--- src/rtl/type2_mm_rd_sched_if.sv ---
// Bus bundle between the TYPE2 round-robin read scheduler, the MMRX buffer
// read port and the downstream frame consumer.
interface type2_mm_rd_sched_if;
  logic        enable;
  logic [3:0]  rd_dmm_empty;
  logic        frm_ready;
  logic [17:0] rd_data;
  logic        rd_sel;
  logic [1:0]  rd_port;
  logic [8:0]  rd_addr;
  logic        frm_dval;
  logic [17:0] frm_data;
  logic        frm_sof;
  logic        frm_eof;
  logic [1:0]  frm_port;
  logic        rd_done;
  logic [1:0]  rd_done_port;
  logic        len_err;
  logic        busy;

  modport master (
    input  enable, rd_dmm_empty, frm_ready, rd_data,
    output rd_sel, rd_port, rd_addr, frm_dval, frm_data, frm_sof, frm_eof,
           frm_port, rd_done, rd_done_port, len_err, busy
  );

  modport slave (
    output enable, rd_dmm_empty, frm_ready, rd_data,
    input  rd_sel, rd_port, rd_addr, frm_dval, frm_data, frm_sof, frm_eof,
           frm_port, rd_done, rd_done_port, len_err, busy
  );
endinterface

--- src/rtl/type2_mm_rd_sched.sv ---
// Round-robin read scheduler for the four TYPE2 receive frame buffers.
// Picks a non-empty port, reads the length header at addr 0, streams body
// words 1..L out with SOF/EOF framing and releases the buffer with rd_done.
module type2_mm_rd_sched #(
  parameter int RD_LAT  = 2,
  parameter int MAX_LEN = 256
) (
  input logic                 clk_100m,
  input logic                 rst_100m,
  type2_mm_rd_sched_if.master bus
);

  localparam logic [2:0] S_IDLE  = 3'd0;
  localparam logic [2:0] S_HDR   = 3'd1;
  localparam logic [2:0] S_HWAIT = 3'd2;
  localparam logic [2:0] S_BODY  = 3'd3;
  localparam logic [2:0] S_DRAIN = 3'd4;
  localparam logic [2:0] S_DONE  = 3'd5;
  localparam logic [2:0] S_GAP   = 3'd6;
  localparam logic [2:0] S_ERR   = 3'd7;

  localparam logic [2:0] RD_LAT_W  = 3'(RD_LAT);
  localparam logic [8:0] MAX_LEN_W = 9'(MAX_LEN);

  logic [2:0]        state_q, state_d;
  logic [1:0]        ptr_q, ptr_d;
  logic [2:0]        wcnt_q, wcnt_d;
  logic [8:0]        len_q, len_d;
  logic              rd_sel_q, rd_sel_d;
  logic [1:0]        rd_port_q, rd_port_d;
  logic [8:0]        rd_addr_q, rd_addr_d;
  logic              iss_body_q, iss_body_d;
  logic              iss_sof_q, iss_sof_d;
  logic              iss_eof_q, iss_eof_d;
  logic [RD_LAT-1:0] sr_vld_q, sr_vld_d;
  logic [RD_LAT-1:0] sr_sof_q, sr_sof_d;
  logic [RD_LAT-1:0] sr_eof_q, sr_eof_d;
  logic              frm_dval_q, frm_dval_d;
  logic [17:0]       frm_data_q, frm_data_d;
  logic              frm_sof_q, frm_sof_d;
  logic              frm_eof_q, frm_eof_d;
  logic [1:0]        frm_port_q, frm_port_d;
  logic              rd_done_q, rd_done_d;
  logic [1:0]        rd_done_port_q, rd_done_port_d;
  logic              len_err_q, len_err_d;
  logic              busy_q, busy_d;

  logic              grant_vld;
  logic [1:0]        grant_port;
  logic [1:0]        idx;
  logic [8:0]        hdr_len;
  logic              hdr_bad;
  logic [8:0]        addr_inc;

  assign hdr_len  = bus.rd_data[8:0];
  assign hdr_bad  = (hdr_len == 9'd0) || (hdr_len > MAX_LEN_W);
  assign addr_inc = rd_addr_q + 9'd1;

  // Round-robin search: first non-empty port at or after ptr wins.
  always_comb begin
    grant_vld  = 1'b0;
    grant_port = ptr_q;
    idx        = ptr_q;
    for (int i = 3; i >= 0; i--) begin
      idx = ptr_q + 2'(i);
      if (!bus.rd_dmm_empty[idx]) begin
        grant_vld  = 1'b1;
        grant_port = idx;
      end
    end
  end

  // Frame FSM: header fetch, length check, body address issue, release.
  always_comb begin
    state_d        = state_q;
    ptr_d          = ptr_q;
    wcnt_d         = wcnt_q;
    len_d          = len_q;
    rd_sel_d       = 1'b0;
    rd_port_d      = rd_port_q;
    rd_addr_d      = 9'd0;
    iss_body_d     = 1'b0;
    iss_sof_d      = 1'b0;
    iss_eof_d      = 1'b0;
    rd_done_d      = 1'b0;
    rd_done_port_d = rd_done_port_q;
    len_err_d      = 1'b0;
    case (state_q)
      S_IDLE: begin
        if (bus.enable && bus.frm_ready && grant_vld) begin
          state_d   = S_HDR;
          rd_port_d = grant_port;
        end
      end
      S_HDR: begin
        rd_sel_d = 1'b1;
        wcnt_d   = 3'd0;
        state_d  = S_HWAIT;
      end
      S_HWAIT: begin
        if (wcnt_q == RD_LAT_W) begin
          if (hdr_bad) begin
            state_d        = S_ERR;
            len_err_d      = 1'b1;
            rd_done_d      = 1'b1;
            rd_done_port_d = rd_port_q;
          end else begin
            // The header sample cycle already issues body word 1.
            len_d      = hdr_len;
            rd_sel_d   = 1'b1;
            rd_addr_d  = 9'd1;
            iss_body_d = 1'b1;
            iss_sof_d  = 1'b1;
            iss_eof_d  = (hdr_len == 9'd1);
            state_d    = (hdr_len == 9'd1) ? S_DRAIN : S_BODY;
          end
        end else begin
          wcnt_d = wcnt_q + 3'd1;
        end
      end
      S_BODY: begin
        rd_sel_d   = 1'b1;
        rd_addr_d  = addr_inc;
        iss_body_d = 1'b1;
        iss_eof_d  = (addr_inc == len_q);
        if (addr_inc == len_q) state_d = S_DRAIN;
      end
      S_DRAIN: begin
        if (frm_eof_q) begin
          state_d        = S_DONE;
          rd_done_d      = 1'b1;
          rd_done_port_d = rd_port_q;
        end
      end
      S_DONE, S_ERR: begin
        ptr_d   = rd_port_q + 2'd1;
        state_d = S_GAP;
      end
      S_GAP:   state_d = S_IDLE;
      default: state_d = S_IDLE;
    endcase
  end

  // Valid/framing shift register aligning issued addresses with rd_data.
  always_comb begin
    sr_vld_d    = sr_vld_q;
    sr_sof_d    = sr_sof_q;
    sr_eof_d    = sr_eof_q;
    sr_vld_d[0] = iss_body_q;
    sr_sof_d[0] = iss_body_q & iss_sof_q;
    sr_eof_d[0] = iss_body_q & iss_eof_q;
    for (int i = 1; i < RD_LAT; i++) begin
      sr_vld_d[i] = sr_vld_q[i-1];
      sr_sof_d[i] = sr_sof_q[i-1];
      sr_eof_d[i] = sr_eof_q[i-1];
    end
    frm_dval_d = sr_vld_q[RD_LAT-1];
    frm_sof_d  = sr_vld_q[RD_LAT-1] & sr_sof_q[RD_LAT-1];
    frm_eof_d  = sr_vld_q[RD_LAT-1] & sr_eof_q[RD_LAT-1];
    frm_data_d = sr_vld_q[RD_LAT-1] ? bus.rd_data : frm_data_q;
    frm_port_d = sr_vld_q[RD_LAT-1] ? rd_port_q : frm_port_q;
    busy_d     = (state_d != S_IDLE);
  end

  // State and output registers; reset clears everything, including data.
  always_ff @(posedge clk_100m) begin
    if (rst_100m) begin
      state_q        <= S_IDLE;
      ptr_q          <= 2'd0;
      wcnt_q         <= 3'd0;
      len_q          <= 9'd0;
      rd_sel_q       <= 1'b0;
      rd_port_q      <= 2'd0;
      rd_addr_q      <= 9'd0;
      iss_body_q     <= 1'b0;
      iss_sof_q      <= 1'b0;
      iss_eof_q      <= 1'b0;
      sr_vld_q       <= '0;
      sr_sof_q       <= '0;
      sr_eof_q       <= '0;
      frm_dval_q     <= 1'b0;
      frm_data_q     <= 18'd0;
      frm_sof_q      <= 1'b0;
      frm_eof_q      <= 1'b0;
      frm_port_q     <= 2'd0;
      rd_done_q      <= 1'b0;
      rd_done_port_q <= 2'd0;
      len_err_q      <= 1'b0;
      busy_q         <= 1'b0;
    end else begin
      state_q        <= state_d;
      ptr_q          <= ptr_d;
      wcnt_q         <= wcnt_d;
      len_q          <= len_d;
      rd_sel_q       <= rd_sel_d;
      rd_port_q      <= rd_port_d;
      rd_addr_q      <= rd_addr_d;
      iss_body_q     <= iss_body_d;
      iss_sof_q      <= iss_sof_d;
      iss_eof_q      <= iss_eof_d;
      sr_vld_q       <= sr_vld_d;
      sr_sof_q       <= sr_sof_d;
      sr_eof_q       <= sr_eof_d;
      frm_dval_q     <= frm_dval_d;
      frm_data_q     <= frm_data_d;
      frm_sof_q      <= frm_sof_d;
      frm_eof_q      <= frm_eof_d;
      frm_port_q     <= frm_port_d;
      rd_done_q      <= rd_done_d;
      rd_done_port_q <= rd_done_port_d;
      len_err_q      <= len_err_d;
      busy_q         <= busy_d;
    end
  end

  assign bus.rd_sel       = rd_sel_q;
  assign bus.rd_port      = rd_port_q;
  assign bus.rd_addr      = rd_addr_q;
  assign bus.frm_dval     = frm_dval_q;
  assign bus.frm_data     = frm_data_q;
  assign bus.frm_sof      = frm_sof_q;
  assign bus.frm_eof      = frm_eof_q;
  assign bus.frm_port     = frm_port_q;
  assign bus.rd_done      = rd_done_q;
  assign bus.rd_done_port = rd_done_port_q;
  assign bus.len_err      = len_err_q;
  assign bus.busy         = busy_q;

endmodule

--- src/flat_wrapper.sv ---
// flat-port wrapper written by rule: the top's interface ports become plain ports
module type2_mm_rd_sched_flat 
#(
  parameter int RD_LAT  = 2,
  parameter int MAX_LEN = 256
)
  (clk_100m, rst_100m, bus_enable, bus_rd_dmm_empty, bus_frm_ready, bus_rd_data, bus_rd_sel, bus_rd_port, bus_rd_addr, bus_frm_dval, bus_frm_data, bus_frm_sof, bus_frm_eof, bus_frm_port, bus_rd_done, bus_rd_done_port, bus_len_err, bus_busy);
  type2_mm_rd_sched_if bus_i ();
  input logic clk_100m;
  input logic rst_100m;
  input wire logic [$bits(bus_i.enable)-1:0] bus_enable;
  input wire logic [$bits(bus_i.rd_dmm_empty)-1:0] bus_rd_dmm_empty;
  input wire logic [$bits(bus_i.frm_ready)-1:0] bus_frm_ready;
  input wire logic [$bits(bus_i.rd_data)-1:0] bus_rd_data;
  output wire logic [$bits(bus_i.rd_sel)-1:0] bus_rd_sel;
  output wire logic [$bits(bus_i.rd_port)-1:0] bus_rd_port;
  output wire logic [$bits(bus_i.rd_addr)-1:0] bus_rd_addr;
  output wire logic [$bits(bus_i.frm_dval)-1:0] bus_frm_dval;
  output wire logic [$bits(bus_i.frm_data)-1:0] bus_frm_data;
  output wire logic [$bits(bus_i.frm_sof)-1:0] bus_frm_sof;
  output wire logic [$bits(bus_i.frm_eof)-1:0] bus_frm_eof;
  output wire logic [$bits(bus_i.frm_port)-1:0] bus_frm_port;
  output wire logic [$bits(bus_i.rd_done)-1:0] bus_rd_done;
  output wire logic [$bits(bus_i.rd_done_port)-1:0] bus_rd_done_port;
  output wire logic [$bits(bus_i.len_err)-1:0] bus_len_err;
  output wire logic [$bits(bus_i.busy)-1:0] bus_busy;
  assign bus_i.enable = bus_enable;
  assign bus_i.rd_dmm_empty = bus_rd_dmm_empty;
  assign bus_i.frm_ready = bus_frm_ready;
  assign bus_i.rd_data = bus_rd_data;
  assign bus_rd_sel = bus_i.rd_sel;
  assign bus_rd_port = bus_i.rd_port;
  assign bus_rd_addr = bus_i.rd_addr;
  assign bus_frm_dval = bus_i.frm_dval;
  assign bus_frm_data = bus_i.frm_data;
  assign bus_frm_sof = bus_i.frm_sof;
  assign bus_frm_eof = bus_i.frm_eof;
  assign bus_frm_port = bus_i.frm_port;
  assign bus_rd_done = bus_i.rd_done;
  assign bus_rd_done_port = bus_i.rd_done_port;
  assign bus_len_err = bus_i.len_err;
  assign bus_busy = bus_i.busy;
  type2_mm_rd_sched #(.RD_LAT(RD_LAT), .MAX_LEN(MAX_LEN)) u_core (.clk_100m(clk_100m), .rst_100m(rst_100m), .bus(bus_i));
endmodule
--- config.mk ---
export PLATFORM = sky130hd
export DESIGN_NAME = type2_mm_rd_sched_flat
export DESIGN_NICKNAME = d
export VERILOG_FILES = /design/src/rtl/type2_mm_rd_sched_if.sv /design/src/rtl/type2_mm_rd_sched.sv /design/src/flat_wrapper.sv
export SDC_FILE = /design/constraint.sdc
export NUM_CORES = 1
export LEC_CHECK = 0
export BUFFER_PORTS_ARGS = -buffer_cell sky130_fd_sc_hd__buf_2
export CORE_ASPECT_RATIO = 2
export CORE_UTILIZATION = 35
export CTS_CLUSTER_SIZE = 30
export DETAILED_ROUTE_END_ITERATION = 10
export PLACE_DENSITY = 0.7
export REMOVE_ABC_BUFFERS = 1
export SYNTH_ARGS = -nofsm -noshare
export SYNTH_HDL_FRONTEND = slang
export SYNTH_SLANG_ARGS = --single-unit
--- constraint.sdc ---
create_clock -name clk_100m -period 2.3 [get_ports clk_100m]
set_clock_uncertainty 0.2 [all_clocks]
set_input_delay 0.575 -clock clk_100m [delete_from_list [all_inputs] [get_ports clk_100m]]
set_output_delay 0.575 -clock clk_100m [all_outputs]
set_load 0.005 [all_outputs]
# Word level (Yosys, flattened, before mapping)
# Index checks and enable logic that the tools add are counted.
[op_classes]
addsub = 6
n_lt_le_gt_ge = 5
n_eq_ne = 14
n_mux = 43
bitwise_logic = 6
n_reduce_logical = 15
[ops]
columns = ["operator", "n"]
rows = [
  ["two-way mux 3 bit", 7],
  ["case mux 3 bit (7 select lines)", 1],
  ["case mux 9 bit (2 select lines)", 1],
  ["two-way mux 1 bit", 16],
  ["two-way mux 2 bit", 7],
  ["equality test 3 bit, second input constant", 4],
  ["< comparator 2 x 3 -> 1 bit, second input constant", 4],
  ["adder 9 x 1 -> 9 bit, second input constant", 1],
  ["equality test 3 x 2 -> 1 bit, second input constant", 3],
  ["equality test 9 x 1 -> 1 bit, second input constant", 1],
  ["equality test 9 bit", 1],
  ["greater-than comparator 9 bit, second input constant", 1],
  ["logical NOT 9 bit", 1],
  ["two-way mux 9 bit", 1],
  ["binary-select mux 1 bit (select 2 bit)", 4],
  ["case mux 1 bit (2 select lines)", 4],
  ["inequality test 2 x 1 -> 1 bit, second input constant", 3],
  ["case mux 3 bit (2 select lines)", 1],
  ["OR reduction 2 bit", 3],
  ["adder 2 x 1 -> 2 bit, second input constant", 2],
  ["adder 2 bit, second input constant", 2],
  ["bitwise AND 1 bit", 4],
  ["case mux 2 bit (2 select lines)", 1],
  ["AND reduction 2 bit", 2],
  ["11 further kinds", 14],
]
[word_totals]
register_bits = 66
input_bits = 26
output_inout_bits = 40
elab_cells = 111

# Logic depth before layout (Yosys ltp)
[depth]
depth_word = 11
mapped_depth = 8
mapped_depth_nobuf = 7

# Least setup slack after synthesis
# No wires, ideal clock.
[synth_timing]
kind = "input port to flip-flop"
startpoint = "in bus_rd_data[4]"
endpoint = "reg u_core.len_q[0]"
setup_ns = 0.128
t_arrival_ns = 2.005
required_ns = 1.972
path_slack_ns = -0.033
cell_stages = 6
path_buffers = 1
path_cell_list = "or4_4 o31a_1 nor3_2 buf_6 mux2i_1 nor2_1"
[synth_via]
elab_chain_cells = 4
word_cells_on_any_way = 5
cone_classes = "1 x order compare; 1 x bitwise; 3 x reduce/logical"
[synth_rtl]
columns = ["item", "line_no", "text"]
rows = [
  ["from (decl)", "flat_wrapper.sv:14", "input wire logic [$bits(bus_i.rd_data)-1:0] bus_rd_data;"],
  ["greater-than comparator 9 bit or logical NOT 9 bit (tied branches)", "type2_mm_rd_sched.sv:56", "assign hdr_bad = (hdr_len == 9'd0) || (hdr_len > MAX_LEN_W);"],
  ["logical OR 1 bit (*)", "type2_mm_rd_sched.sv:56", ""],
  ["NOT 1 bit (no line) (*)", "--", ""],
  ["AND reduction 3 bit (no line) (*)", "--", ""],
  ["to (signal assigned)", "type2_mm_rd_sched.sv:194", "len_q <= len_d;"],
  ["to (decl)", "type2_mm_rd_sched.sv:28", "logic [8:0] len_q, len_d;"],
]
# Every way passes the cells marked *; elsewhere a longest branch is shown, timed or not.
# A chain may end at the register's enable or synchronous reset.

# Worst setup path after layout
[layout_timing]
startpoint = "in bus_rd_data[4]"
endpoint = "reg u_core.busy_q (netlist: u_core.bus.busy)"
[layout_via]
elab_chain_cells = 6
word_cells_on_any_way = 9
cone_classes = "1 x order compare; 1 x eq/ne; 4 x mux; 3 x reduce/logical"
[layout_rtl]
columns = ["item", "line_no", "text"]
rows = [
  ["greater-than comparator 9 bit, or another cell as far along", "type2_mm_rd_sched.sv:56", ""],
  ["logical OR 1 bit or two-way mux 3 bit (tied branches)", "type2_mm_rd_sched.sv:56, type2_mm_rd_sched.sv:115", ""],
  ["two-way mux 3 bit (*)", "type2_mm_rd_sched.sv:102", "if (hdr_bad) begin"],
  ["two-way mux 3 bit (*)", "type2_mm_rd_sched.sv:101", "if (wcnt_q == RD_LAT_W) begin"],
  ["case mux 3 bit (7 select lines) (*)", "type2_mm_rd_sched.sv:88", "case (state_q)"],
  ["nonzero test 3 bit (*)", "type2_mm_rd_sched.sv:162", "busy_d = (state_d != S_IDLE);"],
  ["to (signal assigned)", "type2_mm_rd_sched.sv:212", "busy_q <= busy_d;"],
  ["to (decl)", "type2_mm_rd_sched.sv:46", "logic busy_q, busy_d;"],
]
# Marks and branches as above.

==> flow_metrics.env <==
export IMPL_dpl_hpwl_mm=5.355
export IMPL_avgSynthCellArea_sq_um=9.128
export IMPL_drv_slew=0
export IMPL_period_share=0.9588
export IMPL_synth_area_leaders="dfxtp_1, mux2i_1, nor2_1"
export IMPL_cts_root_buf="clkbuf_16"
export IMPL_firstDrtPassIters=4
export IMPL_tightest_slew_ns=0.4805
export IMPL_crit_path_end_kind="flip-flop"
export IMPL_syn_inst=315
export IMPL_clock_sinks=66
export IMPL_wl_mm=7.119
export IMPL_cts_hold_buffers=0
export IMPL_port_buffers=65
export IMPL_num_vias=2617
export IMPL_outcome="finished, final reports clean"
export IMPL_post_route_util=0.4800
export IMPL_first_global_vias=2550
export IMPL_ant_nets=0
export IMPL_tns_ns=0
export IMPL_wl_per_cell_microns=13.88
export IMPL_gp_congestion=0.8486
export IMPL_antenna_found_initial=0
export IMPL_rrSetupSlack_ns=0.17
export IMPL_core_sq_um=7943
export IMPL_hold_violations=0
export IMPL_synth_top_area_share=0.4595
export IMPL_drt_iter0_drc=130
export IMPL_grt_max_degree=34
export IMPL_clkTransAtPathRegs_ns=0.06
export IMPL_min_path_type="flip-flop to flip-flop"
export IMPL_initial_core_util=0.3620
export IMPL_dieArea_sq_um=8604
export IMPL_synth_main_ff_cell="dfxtp_1"
export IMPL_io_pins=66
export IMPL_r2r_cells=9
export IMPL_relSlewSlack=0.6788
export IMPL_row_count=46
export IMPL_areaGrowthSynthToFinish_pct=32.59
export IMPL_crit_required_ns=2.31
export IMPL_htreeDepth=3
export IMPL_diodes=0
export IMPL_synth_top_cell_by_area="dfxtp_1"
export IMPL_reg2reg_to="u_core.len_q[7]$_SDFFE_PP0P_"
export IMPL_gr_total_overflow=0
export IMPL_ys_warnings_count=0
export IMPL_vdd_ir_drop_worst_mv=0.3630
export IMPL_clock_insertion_delay_worst_skew_ns=0.33
export IMPL_fin_nets=441
export IMPL_synth_common_cells="dfxtp_1, nor2_1, mux2i_1"
export IMPL_p_leak_nw=1.596
export IMPL_finalSetupViolations=0
export IMPL_final_area_sq_um=3812
export IMPL_post_route_min_period_ns=2.205
export IMPL_worst_ep_arrival_time_ns=2.22
export IMPL_setup_ws_ns=0.09466
export IMPL_min_delay_start="u_core.iss_sof_q$_SDFF_PP0_"
export IMPL_rsz0062_at_grt="no"
export IMPL_die_y_microns=130.2
export IMPL_finalPower_mw=2.672
export IMPL_cp_start_kind="primary input"
export IMPL_yosysMostFrequentCell="dfxtp_1"
export IMPL_maxCapViolCount=0
export IMPL_cp_max_fo=4
export IMPL_ys_types=49
export IMPL_post_cts_buffers=0
export IMPL_dpl_cell_area_sq_um=3503
export IMPL_yosys_register_bits=66
export IMPL_power_density_nw_per_um2=700.7
export IMPL_drc=0
export IMPL_ys_seq_area_frac=0.4595
export IMPL_async_reset_ff_frac=0
export IMPL_grt_use_total=0.1783
export IMPL_cts_resized=0
export IMPL_place_ws_ns=-0.2271
export IMPL_holdPathEnd="u_core.sr_sof_q[0]$_SDFF_PP0_"
export IMPL_netlist_area_sq_um=2875
export IMPL_drive_gt1_frac=0.2854
export IMPL_via_per_inst=5.101
export IMPL_cts_buffers=9
export IMPL_grt_pass1_wl_mm=11.37
export IMPL_cts_tree="yes"
export IMPL_timing_rr_start="u_core.wcnt_q[0]$_SDFFE_PP0P_"
export IMPL_whs_path_depth=1
export IMPL_synth_edf_count=0
export IMPL_critPathKind="primary input to flip-flop"
export IMPL_clk_path_buf_depth=2
export IMPL_die_w_microns=66.09
export IMPL_max_freq_mhz=453.4
-- power by group --
| part | internal (mW) | switching, mW |
|---|---|---|
| Sequential | 1.15 | 0.00560 |
| Clock | 0.896 | 0.492 |
| Combinational | 0.0565 | 0.0702 |
| Total | 2.10 | 0.568 |
-- logic make-up after synthesis --
family,share of synthesized area
buffers and inverters,0.03220
XOR/XNOR,0.04439
multiplexers,0.1044
adder cells (fa/ha/maj),0.01306
flip-flops,0.4595
AND/OR/NAND/NOR,0.2211
AO/OA/AOI/OAI,0.1253
-- per-layer routing --
metal | wire (microns) | up-vias | share of wire | global-route usage
met5 | 0 | - | 0 | 0
li1 | - | 1305 | - | -
met1 | 2774 | 1207 | 0.39 | 0.1789
met2 | 3696 | 81 | 0.52 | 0.3133
met4 | 344 | 0 | 0.048 | 0.1264
met3 | 303 | 24 | 0.043 | 0.04196
-- cell usage in the layout (no fill, tap or decap), types with 2 or more instances in the layout --
| master | synthesis | layout |
|---|---|---|
| buf_4 | 2 | 32 |
| or2_2 | 2 | 2 |
| and2_1 | 5 | 5 |
| nor2b_1 | 10 | 9 |
| clkbuf_16 | 0 | 9 |
| nor3_1 | 4 | 4 |
| ha_1 | 3 | 3 |
| a21oi_1 | 19 | 19 |
| a2bb2oi_1 | 2 | 2 |
| nand2b_1 | 4 | 4 |
| xor2_1 | 5 | 5 |
| a211oi_1 | 3 | 3 |
| nand3_1 | 11 | 11 |
| nand4_1 | 5 | 5 |
| o22ai_1 | 2 | 2 |
| or3_1 | 7 | 7 |
| inv_1 | 7 | 7 |
| xnor2_1 | 7 | 7 |
| nor4_1 | 3 | 3 |
| buf_2 | 1 | 65 |
| nand2_1 | 17 | 17 |
| mux2i_1 | 30 | 30 |
| nor4b_1 | 2 | 2 |
| o21ai_0 | 19 | 19 |
| nor2_1 | 46 | 46 |
| clkinvlp_4 | 0 | 2 |
| clkbuf_8 | 0 | 2 |
| and3_1 | 4 | 4 |
| dfxtp_1 | 66 | 66 |
-- worst max-delay path, stage by stage --
cell and delay (ns):
buf_2 0.10, or4_4 0.56, nor4_1 0.42, o31ai_1 0.19, o221ai_1 0.24, o22ai_1 0.13
-- layout make-up --
type / instances / area, sq um
clock buffer: 12 / 256.5
clock inverter: 4 / 50.05
fill: 774 / 4130
inverter: 8 / 35.03
multi-input combinational: 230 / 1464
sequential: 66 / 1321
tap: 96 / 120.1
timing repair buffer: 97 / 565.5
-- how the worst max path moves through the flow --
stage,from,endpoint,slack (ns),cells past startpoint
after floorplan,bus_rd_data[4],u_core.len_q[0]$_SDFFE_PP0P_,-0.46,5
after global placement,bus_rd_data[4],u_core.len_q[0]$_SDFFE_PP0P_,-0.20,7
after detailed placement,bus_rd_data[4],u_core.len_q[7]$_SDFFE_PP0P_,-0.23,7
after CTS,u_core.wcnt_q[0]$_SDFFE_PP0P_,u_core.len_q[7]$_SDFFE_PP0P_,0.07,9
after global routing,u_core.wcnt_q[0]$_SDFFE_PP0P_,u_core.len_q[0]$_SDFFE_PP0P_,0.003,9
final,bus_rd_data[4],u_core.bus.busy$_SDFF_PP0_,0.09,6
-- per-stage QoR --
| stage | hold WS (ns) | cells |
|---|---|---|
| final | 0.2290 | 513 |
| after global routing | 0.2403 | 513 |
| after CTS | 0.2331 | 513 |
| after detailed placement | 0.2203 | 497 |
| after global placement | 0.2120 | 497 |
| after floorplan | 0.2057 | 304 |
-- registers in the layout, indices dropped and copies added (netlist names), 2 cells and up --
name,count
u_core.bus.frm_data,18
u_core.bus.frm_port,2
u_core.len_q,9
u_core.bus.rd_done_port,2
u_core.sr_sof_q,2
u_core.sr_vld_q,2
u_core.bus.rd_addr,9
u_core.ptr_q,2
u_core.state_q,3
u_core.sr_eof_q,2
u_core.bus.rd_port,2
u_core.wcnt_q,3
(Power assumes the default switching activity.)
